===== src/rtl/shift_tap_line_if.sv =====
// Sample/tap bundle for the tapped delay line.
// The master drives samples; the slave (the line) returns the taps, status and fill level.
interface shift_tap_line_if #(
  parameter int unsigned DATA_W = 8,
  parameter int unsigned DEPTH  = 7
);
  localparam int unsigned FILL_W = $clog2(DEPTH + 1);

  logic [DATA_W-1:0] data;
  logic              load;
  logic              flush;
  logic [DATA_W-1:0] P1;
  logic [DATA_W-1:0] P2;
  logic [DATA_W-1:0] abs_diff;
  logic              out_valid;
  logic [FILL_W-1:0] fill;

  modport master (
    output data, load, flush,
    input  P1, P2, abs_diff, out_valid, fill
  );

  modport slave (
    input  data, load, flush,
    output P1, P2, abs_diff, out_valid, fill
  );
endinterface


===== src/rtl/shift_tap_line.sv =====
// Tapped delay line: shifts one sample per load through DEPTH stages and presents
// a far and a near tap, their absolute difference, a primed-data strobe and the fill level.
module shift_tap_line #(
  parameter int unsigned DATA_W = 8,
  parameter int unsigned DEPTH  = 7,
  parameter int unsigned TAP_A  = 7,
  parameter int unsigned TAP_B  = 1
) (
  input  logic          clk,
  input  logic          reset,
  shift_tap_line_if.slave bus
);
  localparam int unsigned FILL_W = $clog2(DEPTH + 1);

  // Reject configurations that would index outside the line or mismatch the bus.
  generate
    if (DEPTH < 2) begin : g_bad_depth
      $error("shift_tap_line: DEPTH must be at least 2");
    end
    if (TAP_A < 1 || TAP_A > DEPTH) begin : g_bad_tap_a
      $error("shift_tap_line: TAP_A must lie in 1..DEPTH");
    end
    if (TAP_B < 1 || TAP_B > DEPTH) begin : g_bad_tap_b
      $error("shift_tap_line: TAP_B must lie in 1..DEPTH");
    end
    if ($bits(bus.data) != DATA_W || $bits(bus.fill) != FILL_W) begin : g_bad_bus
      $error("shift_tap_line: interface widths do not match DATA_W/DEPTH");
    end
  endgenerate

  logic [DATA_W-1:0] r_mem [1:DEPTH];
  logic [DATA_W-1:0] r_p1;
  logic [DATA_W-1:0] r_p2;
  logic [DATA_W-1:0] r_abs_diff;
  logic              r_out_valid;
  logic [FILL_W-1:0] r_fill;

  logic              w_shift;
  logic [DATA_W:0]   w_diff_raw;
  logic [DATA_W-1:0] w_abs;
  logic              w_primed;

  // Flush outranks load, so a sample offered with flush is dropped.
  assign w_shift    = bus.load && !bus.flush;
  assign w_diff_raw = {1'b0, r_mem[TAP_A]} - {1'b0, r_mem[TAP_B]};
  assign w_abs      = w_diff_raw[DATA_W] ? DATA_W'(-w_diff_raw) : w_diff_raw[DATA_W-1:0];
  assign w_primed   = (r_fill >= FILL_W'(TAP_A));

  // Delay stages; stage 1 holds the newest sample.
  always_ff @(posedge clk or negedge reset) begin
    if (!reset) begin
      for (int k = 1; k <= int'(DEPTH); k++) begin
        r_mem[k] <= '0;
      end
    end else if (bus.flush) begin
      for (int k = 1; k <= int'(DEPTH); k++) begin
        r_mem[k] <= '0;
      end
    end else if (bus.load) begin
      r_mem[1] <= bus.data;
      for (int k = 2; k <= int'(DEPTH); k++) begin
        r_mem[k] <= r_mem[k-1];
      end
    end
  end

  // Taps capture the pre-shift stage contents and hold across flush and idle cycles.
  always_ff @(posedge clk or negedge reset) begin
    if (!reset) begin
      r_p1       <= '0;
      r_p2       <= '0;
      r_abs_diff <= '0;
    end else if (w_shift) begin
      r_p1       <= r_mem[TAP_A];
      r_p2       <= r_mem[TAP_B];
      r_abs_diff <= w_abs;
    end
  end

  // Fill saturates at DEPTH; the strobe only marks loads that saw a primed far tap.
  always_ff @(posedge clk or negedge reset) begin
    if (!reset) begin
      r_fill      <= '0;
      r_out_valid <= 1'b0;
    end else if (bus.flush) begin
      r_fill      <= '0;
      r_out_valid <= 1'b0;
    end else begin
      r_out_valid <= bus.load && w_primed;
      if (bus.load && (r_fill != FILL_W'(DEPTH))) begin
        r_fill <= r_fill + FILL_W'(1);
      end
    end
  end

  assign bus.P1        = r_p1;
  assign bus.P2        = r_p2;
  assign bus.abs_diff  = r_abs_diff;
  assign bus.out_valid = r_out_valid;
  assign bus.fill      = r_fill;

endmodule

===== src/flat_wrapper.sv =====
// flat-port wrapper written by rule: the top's interface ports become plain ports
module shift_tap_line_flat 
#(
  parameter int unsigned DATA_W = 8,
  parameter int unsigned DEPTH  = 7,
  parameter int unsigned TAP_A  = 7,
  parameter int unsigned TAP_B  = 1
)
  (clk, reset, bus_data, bus_load, bus_flush, bus_P1, bus_P2, bus_abs_diff, bus_out_valid, bus_fill);
  shift_tap_line_if #(.DATA_W(DATA_W), .DEPTH(DEPTH)) bus_i ();
  input  logic clk;
  input  logic reset;
  input wire logic [$bits(bus_i.data)-1:0] bus_data;
  input wire logic [$bits(bus_i.load)-1:0] bus_load;
  input wire logic [$bits(bus_i.flush)-1:0] bus_flush;
  output wire logic [$bits(bus_i.P1)-1:0] bus_P1;
  output wire logic [$bits(bus_i.P2)-1:0] bus_P2;
  output wire logic [$bits(bus_i.abs_diff)-1:0] bus_abs_diff;
  output wire logic [$bits(bus_i.out_valid)-1:0] bus_out_valid;
  output wire logic [$bits(bus_i.fill)-1:0] bus_fill;
  assign bus_i.data = bus_data;
  assign bus_i.load = bus_load;
  assign bus_i.flush = bus_flush;
  assign bus_P1 = bus_i.P1;
  assign bus_P2 = bus_i.P2;
  assign bus_abs_diff = bus_i.abs_diff;
  assign bus_out_valid = bus_i.out_valid;
  assign bus_fill = bus_i.fill;
  shift_tap_line #(.DATA_W(DATA_W), .DEPTH(DEPTH), .TAP_A(TAP_A), .TAP_B(TAP_B)) u_core (.clk(clk), .reset(reset), .bus(bus_i));
endmodule

===== config.mk =====
export PLATFORM = sky130hd
export DESIGN_NAME = shift_tap_line_flat
export DESIGN_NICKNAME = d
export VERILOG_FILES = /design/src/rtl/shift_tap_line_if.sv /design/src/rtl/shift_tap_line.sv /design/src/flat_wrapper.sv
export SDC_FILE = /design/constraint.sdc
export NUM_CORES = 1
export LEC_CHECK = 0
export ABC_AREA = 1
export BUFFER_PORTS_ARGS = -buffer_cell sky130_fd_sc_hd__buf_2
export CAP_MARGIN = 5
export CORE_UTILIZATION = 40
export CTS_CLUSTER_DIAMETER = 150
export DETAILED_ROUTE_END_ITERATION = 7
export SLEW_MARGIN = 10
export SYNTH_ARGS = -nofsm -noshare
export SYNTH_HDL_FRONTEND = slang
export SYNTH_SLANG_ARGS = --single-unit

===== constraint.sdc =====
create_clock -name clk -period 1.93 [get_ports clk]
set_input_delay 0.386 -clock clk [delete_from_list [all_inputs] [get_ports clk]]
set_output_delay 0.386 -clock clk [all_outputs]
set_load 0.03 [all_outputs]

==> run metrics <==
post-route ant nets 0; overall power 4.03 mW; Die Width 98.7 um; top post-synthesis cells by area dfrtp_1, nand2_1, inv_1, o22ai_1, o21ai_0; Final Hold Fails 0; number of CTS-inserted buffers 9; RD Place Congestion 0.812; share of layout cells above drive strength 1 23.0%; Max rail drop VDD 0.419 mV; Worst setup SP type flop; largest net degree at the start of global routing 69; worst min path class in2reg; # H-tree levels 3; via/cell ratio 4.91; ratio of final minimum period to clock period 102%; setup ws final -0.0415 ns; Sink Count 84; clock buffer depth 2; Cells after Synth 407; DR top layer met4; met1 wire length 3.99 mm; post-layout minimum cycle time 1.97 ns; top-area cell type share of the netlist area 56.2%; first-pass GRT wire length 13.4 mm; worst path cell trace inv_2, ha_2, inv_2, fa_2, inv_2, ha_4, nand2_1, nand3b_4, nor2_2, nand2_1, nand3b_1, nand3_1, nand2_1; Highest Clock Rate 507 MHz; Layout area overhead 18.9%; Clock Tree Root clkbuf_8; WL/cell 13.4 um; Clk pin slew, worst setup/hold paths 0.08 ns; Synth Warn # 0; Initial Util 42.1%; Critical Setup Path Class reg2reg; # nets final 485; Power per Cell Area 907 mW/mm^2; Post-DP HPWL 5.26 mm; initial antenna violation count 0; Worst Skew 0.00626 ns; Overflow after GRT 0; failing checks setup timing; largest fanout on the critical path 3; setup TNS -0.0521 ns; Tightest Pin Transition 0.472 ns; I/O Buffers 39; IO Pins 40; drt pass-1 iters 4; clk_lat worst skew 0.36 ns; Slew HR 68.5%; Max stage delay on crit path 0.53 ns; Required @ worst endpoint 2.18 ns; syn nets 431; Mapped Area 0.00374 mm^2; GRT Total Usage 17.6%; CTS tree yes; Setup violations, final 2; Seq/Total Area, Yosys 56.2%; cell taking the most area after synthesis dfrtp_1; vias in the first global route 2832; die area 0.00974 mm^2; commonest register cell after synthesis dfrtp_1; status finished, violations left; synth unique cells 29; Remaining DRCs 0; Worst path slowest cell fa_2; Post-synth EDFFs 0; met3 routed WL 258 um; pre-CTS setup slack -0.0999 ns; RSZ-0062 raised after global routing yes; Max Cap Viol 0; fin. max-slew vios 0; synthesized area per cell 9.19 um^2; critical path arrival 2.23 ns; leakage 2.23 nW; synthesis-stage register bit count 84; DR iter-0 viols 138; Critical Path End Type flop; Met2 Wirelength 3.26 mm; via count 2815; DRT Wirelength 7.70 mm; FP Rows 34; Die Y 98.7 um; antenna cells 0; Core Box Area 0.00889 mm^2; ys async rst share 100%
[routing by layer]
layer | track usage [%] | vias to the layer above
met4 | 7.46 | 0
met3 | 2.77 | 15
li1 | - | 1418
met2 | 26.4 | 61
met1 | 25.5 | 1321
met5 | 0 | -
[worst max-delay path: cells and delay by family, from the launching register on]
kind                     cells  cell delay, ns
AND/OR/NAND/NOR              7            0.50
buffers and inverters        3            0.15
flip-flops                   1            0.38
adder cells (fa/ha/maj)      3            0.84
[synthesized netlist by cell type, types with 3 or more instances]
cell / number
inv_2: 5
buf_1: 4
o21ai_1: 3
a21oi_1: 5
nand2_2: 6
inv_1: 71
o22ai_1: 41
nand3_1: 16
nand2_1: 90
clkbuf_1: 9
nor2_4: 3
dfrtp_1: 84
o21ai_0: 28
nand2_4: 3
ha_1: 11
nor2_1: 10
[timing repair]
item | 4_1_cts | 5_1_grt
pin swaps | 5 | 6
buffers inserted | 1 | 2
endpoints found under the hold margin | 31 | 0
endpoints found under the setup margin | 7 | 7
hold buffers | 1 | 0
gates resized for setup | 8 | 6
cloned | 0 | 0
[cells in the final DEF (no fill, tap or decap), drive strengths merged]
cell,count
dfrtp,84
nand4,1
o21ai,32
nand3b,3
nand3,19
nor2,15
clkinv,1
fa,1
o21a,2
clkbuf,10
a21oi,6
xnor2,1
inv,77
dlygate4sd3,1
o22ai,41
bufinv,2
nand2,99
buf,57
ha,11
a31oi,1
clkinvlp,1
[logic make-up (layout without fill, tap and decap cells)]
logic type               Yosys count  in the layout  synth area share (%)
XOR/XNOR                           1              1                 0.234
AND/OR/NAND/NOR                  137            137                  17.4
buffers and inverters             91            149                  9.20
AO/OA/AOI/OAI                     82             82                  12.7
flip-flops                        84             84                  56.2
adder cells (fa/ha/maj)           12             12                  4.22
[through the flow]
| stage | std cells | cell area, um^2 | utilization (%) | hold WS [ns] |
|---|---|---|---|---|
| 4_1_cts | 571 | 4420 | 49.7 | 0.221 |
| 3_5_place_dp | 554 | 4160 | 46.8 | 0.377 |
| 6_report | 573 | 4450 | 50.0 | 0.227 |
| 5_1_grt | 573 | 4450 | 50.0 | 0.227 |
| 3_3_place_gp | 554 | 4160 | 46.8 | 0.374 |
| 2_1_floorplan | 407 | 3740 | - | 0.0904 |
[power by group]
group | internal, mW | leakage (nW) | total (mW) | switching [mW]
clock network | 0.729 | 0.103 | 1.37 | 0.646
logic | 0.259 | 0.984 | 0.754 | 0.495
registers | 1.85 | 1.15 | 1.91 | 0.0555
total | 2.84 | 2.23 | 4.03 | 1.20
[path summary, 6_finish.rpt]
kind                                                      end  slack, ns  cells after the start                         start
min reg2reg                      u_core.bus.P2[0]$_DFFE_PN0P_       0.47                      2  u_core.bus.P2[0]$_DFFE_PN0P_
min in group asynchronous      u_core.bus.fill[0]$_DFFE_PN0P_       0.51                      2                         reset
max in group asynchronous        u_core.r_mem[38]$_DFFE_PN0P_       0.83                      3                         reset
max reg2reg                u_core.bus.abs_diff[6]$_DFFE_PN0P_      -0.04                     13   u_core.r_mem[0]$_DFFE_PN0P_
max                        u_core.bus.abs_diff[6]$_DFFE_PN0P_      -0.04                     13   u_core.r_mem[0]$_DFFE_PN0P_
min                              u_core.r_mem[48]$_DFFE_PN0P_       0.23                      3                   bus_data[0]
[sequential cells by signal, indices dropped and copies added, names as in the netlist]
signal and cells:
u_core.bus.abs_diff 8, u_core.bus.P2 8, u_core.bus.fill 3, u_core.r_mem 56, u_core.bus.out_valid 1, u_core.bus.P1 8
[final cells by class]
cell class / count / area, um^2
clock buffers: 10 / 128
clock inverters: 5 / 85.1
fillers: 852 / 4440
inverters: 76 / 288
multi-input cells: 232 / 1330
flip-flops and latches: 84 / 2100
well taps: 108 / 135
repair buffers: 58 / 384
(Power assumes the default switching activity.)
